`src/rtl/arc4_pkg.sv`:
```
// rtl/arc4_pkg.sv - shared state, phase encodings and watchdog width for arc4_seq.
// ARC4_SEQ_TIMEOUT_EN adds the ERR state.
package arc4_pkg;

`ifdef ARC4_SEQ_TIMEOUT_EN
  typedef enum logic [2:0] {
    ST_IDLE, ST_INIT_GO, ST_INIT_WAIT, ST_KSA_GO, ST_KSA_WAIT,
    ST_PRGA_GO, ST_PRGA_WAIT, ST_ERR
  } state_e;
`else
  typedef enum logic [2:0] {
    ST_IDLE, ST_INIT_GO, ST_INIT_WAIT, ST_KSA_GO, ST_KSA_WAIT,
    ST_PRGA_GO, ST_PRGA_WAIT
  } state_e;
`endif

  typedef enum logic [1:0] {
    PH_NONE = 2'd0,
    PH_INIT = 2'd1,
    PH_KSA  = 2'd2,
    PH_PRGA = 2'd3
  } phase_e;

  localparam int WDOG_W = 16;

  // Ownership follows the state directly, so it changes on the same edge as *_GO entry.
  function automatic phase_e phase_of(state_e s);
    case (s)
      ST_INIT_GO, ST_INIT_WAIT: return PH_INIT;
      ST_KSA_GO,  ST_KSA_WAIT:  return PH_KSA;
      ST_PRGA_GO, ST_PRGA_WAIT: return PH_PRGA;
      default:                  return PH_NONE;
    endcase
  endfunction

endpackage

```
`src/rtl/arc4_mem_mux.sv`:
```
// rtl/arc4_mem_mux.sv - single-port S-memory grant mux, selected by current phase.
// Non-owner requests are dropped; no owner drives an all-zero idle port.
module arc4_mem_mux
  import arc4_pkg::*;
(
  input  logic [1:0] phase_i,
  input  logic [7:0] init_addr_i,
  input  logic [7:0] init_wrdata_i,
  input  logic       init_wren_i,
  input  logic [7:0] ksa_addr_i,
  input  logic [7:0] ksa_wrdata_i,
  input  logic       ksa_wren_i,
  input  logic [7:0] prga_addr_i,
  input  logic [7:0] prga_wrdata_i,
  input  logic       prga_wren_i,
  output logic [7:0] s_addr_o,
  output logic [7:0] s_wrdata_o,
  output logic       s_wren_o
);

  always_comb begin
    s_addr_o   = 8'd0;
    s_wrdata_o = 8'd0;
    s_wren_o   = 1'b0;
    case (phase_i)
      PH_INIT: begin
        s_addr_o   = init_addr_i;
        s_wrdata_o = init_wrdata_i;
        s_wren_o   = init_wren_i;
      end
      PH_KSA: begin
        s_addr_o   = ksa_addr_i;
        s_wrdata_o = ksa_wrdata_i;
        s_wren_o   = ksa_wren_i;
      end
      PH_PRGA: begin
        s_addr_o   = prga_addr_i;
        s_wrdata_o = prga_wrdata_i;
        s_wren_o   = prga_wren_i;
      end
      default: begin
        s_addr_o   = 8'd0;
        s_wrdata_o = 8'd0;
        s_wren_o   = 1'b0;
      end
    endcase
  end

endmodule

```
`src/rtl/arc4_seq.sv`:
```
// rtl/arc4_seq.sv - sequences init, ksa and prga engines and arbitrates their S-memory port.
// ARC4_SEQ_TIMEOUT_EN adds a per-phase watchdog that traps into ERR until reset.
module arc4_seq
  import arc4_pkg::*;
(
  input  logic        clk,
  input  logic        rst,
  input  logic        en,
  output logic        rdy,
  input  logic [23:0] key,
  output logic [23:0] key_out,
  output logic        init_en,
  output logic        ksa_en,
  output logic        prga_en,
  input  logic        init_rdy,
  input  logic        ksa_rdy,
  input  logic        prga_rdy,
  input  logic [7:0]  init_addr,
  input  logic [7:0]  init_wrdata,
  input  logic        init_wren,
  input  logic [7:0]  ksa_addr,
  input  logic [7:0]  ksa_wrdata,
  input  logic        ksa_wren,
  input  logic [7:0]  prga_addr,
  input  logic [7:0]  prga_wrdata,
  input  logic        prga_wren,
  output logic [7:0]  s_addr,
  output logic [7:0]  s_wrdata,
  output logic        s_wren,
  input  logic [7:0]  s_rddata,
  output logic [7:0]  rddata,
  output logic [1:0]  phase
);

  state_e      state_q, state_d;
  logic [23:0] key_q, key_d;
  logic        started_q, started_d;
  logic        init_en_q, init_en_d;
  logic        ksa_en_q, ksa_en_d;
  logic        prga_en_q, prga_en_d;
`ifdef ARC4_SEQ_TIMEOUT_EN
  logic [WDOG_W-1:0] wdog_q, wdog_d;
`endif

  always_ff @(posedge clk or posedge rst) begin
    if (rst) begin
      state_q   <= ST_IDLE;
      key_q     <= 24'd0;
      started_q <= 1'b0;
      init_en_q <= 1'b0;
      ksa_en_q  <= 1'b0;
      prga_en_q <= 1'b0;
    end else begin
      state_q   <= state_d;
      key_q     <= key_d;
      started_q <= started_d;
      init_en_q <= init_en_d;
      ksa_en_q  <= ksa_en_d;
      prga_en_q <= prga_en_d;
    end
  end

`ifdef ARC4_SEQ_TIMEOUT_EN
  always_ff @(posedge clk or posedge rst) begin
    if (rst) wdog_q <= '0;
    else     wdog_q <= wdog_d;
  end
`endif

  // started_q marks that the engine has dropped rdy, so the next rdy=1 means done.
  always_comb begin
    state_d   = state_q;
    key_d     = key_q;
    started_d = started_q;
    init_en_d = 1'b0;
    ksa_en_d  = 1'b0;
    prga_en_d = 1'b0;
    case (state_q)
      ST_IDLE: begin
        if (en) begin
          key_d   = key;
          state_d = ST_INIT_GO;
        end
      end
      ST_INIT_GO: begin
        started_d = 1'b0;
        if (init_rdy) begin
          init_en_d = 1'b1;
          state_d   = ST_INIT_WAIT;
        end
      end
      ST_INIT_WAIT: begin
        if (!init_rdy)      started_d = 1'b1;
        else if (started_q) state_d   = ST_KSA_GO;
      end
      ST_KSA_GO: begin
        started_d = 1'b0;
        if (ksa_rdy) begin
          ksa_en_d = 1'b1;
          state_d  = ST_KSA_WAIT;
        end
      end
      ST_KSA_WAIT: begin
        if (!ksa_rdy)       started_d = 1'b1;
        else if (started_q) state_d   = ST_PRGA_GO;
      end
      ST_PRGA_GO: begin
        started_d = 1'b0;
        if (prga_rdy) begin
          prga_en_d = 1'b1;
          state_d   = ST_PRGA_WAIT;
        end
      end
      ST_PRGA_WAIT: begin
        if (!prga_rdy)      started_d = 1'b1;
        else if (started_q) state_d   = ST_IDLE;
      end
      default: state_d = state_q;
    endcase

`ifdef ARC4_SEQ_TIMEOUT_EN
    wdog_d = wdog_q;
    case (state_q)
      ST_INIT_GO, ST_KSA_GO, ST_PRGA_GO: wdog_d = '0;
      ST_INIT_WAIT, ST_KSA_WAIT, ST_PRGA_WAIT: begin
        wdog_d = wdog_q + 1'b1;
        if (wdog_q == {WDOG_W{1'b1}} && state_d == state_q) state_d = ST_ERR;
      end
      default: wdog_d = wdog_q;
    endcase
`endif
  end

  assign rdy     = (state_q == ST_IDLE);
  assign key_out = key_q;
  assign init_en = init_en_q;
  assign ksa_en  = ksa_en_q;
  assign prga_en = prga_en_q;
  assign phase   = phase_of(state_q);
  assign rddata  = s_rddata;

  arc4_mem_mux u_mux (
    .phase_i       (phase),
    .init_addr_i   (init_addr),
    .init_wrdata_i (init_wrdata),
    .init_wren_i   (init_wren),
    .ksa_addr_i    (ksa_addr),
    .ksa_wrdata_i  (ksa_wrdata),
    .ksa_wren_i    (ksa_wren),
    .prga_addr_i   (prga_addr),
    .prga_wrdata_i (prga_wrdata),
    .prga_wren_i   (prga_wren),
    .s_addr_o      (s_addr),
    .s_wrdata_o    (s_wrdata),
    .s_wren_o      (s_wren)
  );

endmodule

```
`config.mk`:
```
export PLATFORM = sky130hd
export DESIGN_NAME = arc4_seq
export DESIGN_NICKNAME = d
export VERILOG_FILES = /design/src/rtl/arc4_pkg.sv /design/src/rtl/arc4_mem_mux.sv /design/src/rtl/arc4_seq.sv
export SDC_FILE = /design/constraint.sdc
export NUM_CORES = 1
export LEC_CHECK = 0
export ABC_AREA = 1
export CAP_MARGIN = 20
export CELL_PAD_IN_SITES_DETAIL_PLACEMENT = 1
export CELL_PAD_IN_SITES_GLOBAL_PLACEMENT = 2
export CORE_ASPECT_RATIO = 2
export CORE_UTILIZATION = 18
export CTS_CLUSTER_SIZE = 12
export DETAILED_ROUTE_END_ITERATION = 7
export GPL_TIMING_DRIVEN = 1
export PLACE_DENSITY = 0.85
export SYNTH_ARGS = -nofsm -noshare
export SYNTH_HDL_FRONTEND = slang
export SYNTH_SLANG_ARGS = --single-unit
export TNS_END_PERCENT = 10
```
`constraint.sdc`:
```
create_clock -name clk -period 2 [get_ports clk]
set_input_delay 0.5 -clock clk [delete_from_list [all_inputs] [get_ports clk]]
set_output_delay 0.5 -clock clk [all_outputs]
set_load 0.03 [all_outputs]
```
; ---- Yosys cells after proc, flatten, opt, wreduce, memory -nomap -nowiden
; Cells that the tools add are included.
[totals]
regBits = 31
latch_bits = 0
ram_bits = 0
rom_bits = 0
in_bits = 89
out_inout_bits = 55
wordCells = 63
n_memories = 0
[classes]
addsub = 0
multipliers = 0
div_mod_pow = 0
n_lt_le_gt_ge = 0
eq_ne = 22
n_shift = 0
muxes = 25
n_bitwise = 0
n_reduce_logical = 10
[ops]
columns = op, count
row1 = $pmux 8 s3, 2
row2 = $mux 3, 10
row3 = $ne 2x2->1 const B, 13
row4 = $pmux 3 s7, 1
row5 = $reduce_and 11->1, 1
row6 = $eq 3x3->1 const B, 3
row7 = $mux 1, 9
row8 = $reduce_bool 7->1, 1
row9 = $eq 3x2->1 const B, 2
row10 = $pmux 2 s3, 1
row11 = $reduce_or 2->1, 3
row12 = $eq 2x2->1 const B, 2
row13 = $pmux 1 s4, 1
row14 = $reduce_and 4->1, 1
row15 = $reduce_bool 4->1, 1
row16 = $eq 3x1->1 const B, 1
row17 = $logic_not 3->1, 1
row18 = $pmux 1 s3, 1
row19 = $reduce_or 3->1, 1
row20 = $eq 2x1->1 const B, 1
row21 = $reduce_and 2->1, 1

; ---- Depth between registers and ports, before layout
[depth]
word_depth = 5
mapped_depth = 9
ltp_nobuf = 8

; ---- By module
; A second synthesis with hierarchy kept.
[hier_totals]
cells_unflattened = 264
area_unflattened_um2 = 2165.8
[modules_own_cells]
columns = module, instances, cells_per_inst, area_per_inst_um2, seq_area_each_um2
row1 = arc4_seq, 1, 184, 1535.2, 775.7
row2 = arc4_mem_mux, 1, 80, 630.6, 0.0

; ---- Worst setup path before layout
; OpenSTA, ideal clock, no wires.
[synth_timing]
path_kind = reg2out
start = register state_q[1]
end = output port s_addr[0]
t_arrival_ps = 1314
path_slack_ps = 186
stages_incl_launch_ff = 7
path_cell_list = dfrtp_1 buf_6 nand3_2 nand2_4 buf_4 nand2_1 nand3_1
[synth_via]
elab_chain_len = 5
word_cells_on_any_way = 14
cone_classes = eq/ne: 9 / mux: 2 / reduce/logical: 3
[synth_rtl]
columns = item, line
row1 = start: declaration, arc4_seq.sv:35  ; state_e state_q, state_d;
row2 = start signal: assignment, arc4_seq.sv:54  ; state_q <= state_d;
row3 = $eq 3x3->1 (tied with other cells), arc4_pkg.sv:28  ; case (s)
row4 = $reduce_or 2->1, arc4_pkg.sv:28
row5 = $pmux 2 s3 *, arc4_pkg.sv:28
row6 = $eq 2x2->1 / $eq 2x1->1 (equally long branches), arc4_mem_mux.sv:25  ; case (phase_i)
row7 = $pmux 8 s3 *, arc4_mem_mux.sv:25
row8 = end: declaration, arc4_seq.sv:27  ; output logic [7:0] s_addr,
; Every way passes the cells marked *; elsewhere a longest branch is shown, timed or not.

; ---- Worst setup path in the final report
[layout_timing]
start = register state_q[1]
end = output port s_addr[4]
; The elaborated chain is that of the path after synthesis.

==> results.tsv <==
metric	value	unit
synthCells	223	
synth-seq-cells	31	
violations	setup timing	
async_flop_share	1.00	
worst_setup_path_start_kind	flop	
synth.distinct_cells	24	
synth-edff-count	0	
multi_input_area	0.00123	mm²
path_class	flop to output port	
r2r_setup_slack	0.29	ns
cts-buffers-inserted	5	
grt_pass1_vias	2340	
antenna_cells	0	
drt_iter0_markers	20	
drv_cap	0	
end_kind	output port	
syn_avg_cell_area	8.93	µm²
setup_violations	12	
yosys.area.top_type	dfrtp_1	
synth_top_area_share	0.390	
grt_first_pass_wirelength	12.7	mm
io_buffers	127	
placedInstanceArea	0.00335	mm²
vdd_ir_drop_max	931	µV
rows	54	
nFillCells	1253	
switching_share	0.448	
core_area	0.0108	mm²
post_drt_wl_per_cell	15.4	µm
routabilityCongestion	0.809	
clock_sinks	31	
min_period	2.02	ns
grt.total_usage	0.147	
clock_latency	0.27	ns
synth_warnings	0	
finalCritPeriodShare	1.01	
grt_max_degree	32	
regArea	778	µm²
ant_nets	0	
start_util	0.184	
die_h	151	µm
holdCritPathClass	flop to flop	
rsz0062_at_grt	yes	
place_hpwl	5.89	mm
crit_fanout	8	
path_clk_slew	0.05	ns
first_pass_iters	4	
hold_viol	0	
antenna_found_initial	0	
cts_hold_buffers	0	
clock_skew	0.00523	ns
wirelength	7.93	mm
cts_buffer_depth	2	
setup_ws	-0.0224	ns
status	finished, violations left	
p_per_area	1800	mW/mm²
drc_errors	0	
die_w	76.4	µm
p_switching	0.00326	W
dominantRegCellSynth	dfrtp_1	
worstMarginPinSlew	0.403	ns
postSynthNetCount	312	
worst-path-buf-inv	3	
root_buffer	clkbuf_16	
drive_above_1_share	0.348	
power_frac_seq	0.156	
path_delay_family	flip-flops	
max_freq	494	MHz
viasPerCell	4.20	
cp.arrival	1.52	ns
syn_to_final_growth	104	%
io_pins	144	
p_leak	1.89	nW
crit_chain	inv_2 > nand3_4 > nand2_8 > buf_8 > nand2_1 > nand3_1 > buf_6	
worst-endpoint-required	1.50	ns
num_vias	2157	
intPower	0.00402	W
pwr-share-comb	0.726	
seq_area_frac_synth	0.390	
slew_violations	0	
syn_area	0.00199	mm²
grt-ovfl-total	0	
htreeDepth	2	
cts_tree	yes	
critPathMaxStageDelay	0.46	ns
fin_util	0.375	
synth_area_leaders	dfrtp_1 39%, mux2_4 15%, nand2_1 14%, nand3_1 8.0%, buf_4 4.1%	
slew_headroom	0.731	
pwr-share-clk	0.118	
slowest_stage	dfrtp_2	
dieArea	0.0115	mm²
total_power	0.00728	W
fin_area	0.00405	mm²
nNetsFinal	462	
==> through the flow <==
step	setup TNS, ns	hold slack, ns	worst slack (ns)	instances
detailed placement	0	0.495	0.0954	483
global route	-1.34	0.525	-0.0945	514
global placement	0	0.489	0.132	483
floorplan	0	0.475	0.186	223
finish	-0.159	0.505	-0.0224	514
CTS	-0.153	0.506	-0.0221	512
==> cell usage in the layout, fill, tap and decap left out <==
cell,synthesis,final
o211ai_1,1,1
inv_6,1,1
nand2_4,3,4
clkbuf_16,0,5
nand2_1,76,59
clkdlybuf4s50_1,0,107
dfrtp_2,0,2
buf_12,2,4
nand4_1,2,2
buf_6,2,25
nand3_1,32,21
nand3_2,5,11
nand3_4,0,5
inv_4,0,1
o21ai_1,1,1
nor2_8,1,1
inv_2,3,2
clkbuf_8,0,1
buf_4,11,17
nand2_2,1,15
nor2_2,1,1
inv_1,11,11
dfrtp_1,31,29
a21oi_1,1,1
nand2_8,1,6
mux2_2,4,4
o21ai_0,1,1
nor2_1,11,11
buf_8,0,1
bufinv_16,0,1
buf_16,0,2
clkinv_2,0,1
mux2_4,20,20
==> area by class of cell <==
cell class,count,area share
multi-input combinational,164,0.304
clock inverter,2,0.00864
inverter,15,0.0157
tap,140,0.0432
timing repair buffer,156,0.402
clock buffer,6,0.0343
sequential,31,0.192
==> flip-flops by register name, indices dropped and copies added, names as in the netlist <==
| name | cells |
|---|---|
| key_out | 24 |
| started_q | 1 |
| state_q | 3 |
| ksa_en | 1 |
| prga_en | 1 |
| init_en | 1 |
==> power groups by stage <==
stage / logic (W) / clock network [W] / registers (W)
3_5_place_dp: 0.00434 / 0 / 0.00114
5_1_grt: 0.00561 / 0.000908 / 0.00118
3_3_place_gp: 0.00428 / 0 / 0.00111
4_1_cts: 0.00527 / 0.000893 / 0.00113
2_1_floorplan: 0.00218 / 0 / 0.00163
6_report: 0.00528 / 0.000863 / 0.00114
==> synthesized netlist by cell type (2+ instances only) <==
library cell and count:
mux2_2 4, mux2_4 20, nand2_1 76, buf_12 2, buf_6 2, buf_4 11, nand3_2 5, nand4_1 2
nand3_1 32, inv_2 3, nor2_1 11, nand2_4 3, inv_1 11, dfrtp_1 31
==> cell families (layout without fill, tap and decap cells) <==
logic type	after synthesis	in the layout	synth area share
DFF	31	31	0.390
and+or+nand+nor	133	136	0.319
muxes	24	24	0.173
AOI/OAI and AO/OA	4	4	0.0113
buffers and inverters	31	179	0.106
==> worst paths after layout <==
check	startpoint	to	cells past startpoint
worst max-delay path	state_q[1]$_DFFE_PP0P_	s_addr[4]	7
worst min-delay path	key_out[11]$_DFFE_PP0P_	key_out[11]$_DFFE_PP0P_	1
worst max register to register	state_q[1]$_DFFE_PP0P_	key_out[4]$_DFFE_PP0P_	7
worst min register to register	key_out[11]$_DFFE_PP0P_	key_out[11]$_DFFE_PP0P_	1
max in group asynchronous	rst	state_q[1]$_DFFE_PP0P_	3
min in group asynchronous	rst	state_q[2]$_DFFE_PP0P_	3
==> what timing repair did <==
action	4_1_cts	5_1_grt
cloned	5	0
gates resized for setup	63	13
endpoints found under the setup margin	19	19
buffers inserted	16	2
pin swaps	9	6
==> metal layers <==
layer,track usage,wire (µm),vias to the layer above
li1,-,-,1018
met1,0.134,2580,1000
met2,0.310,4700,130
met3,0.0261,501,9
met4,0.0538,148,0
met5,0,0,-
No activity file was read; power rests on OpenSTA's default activity.
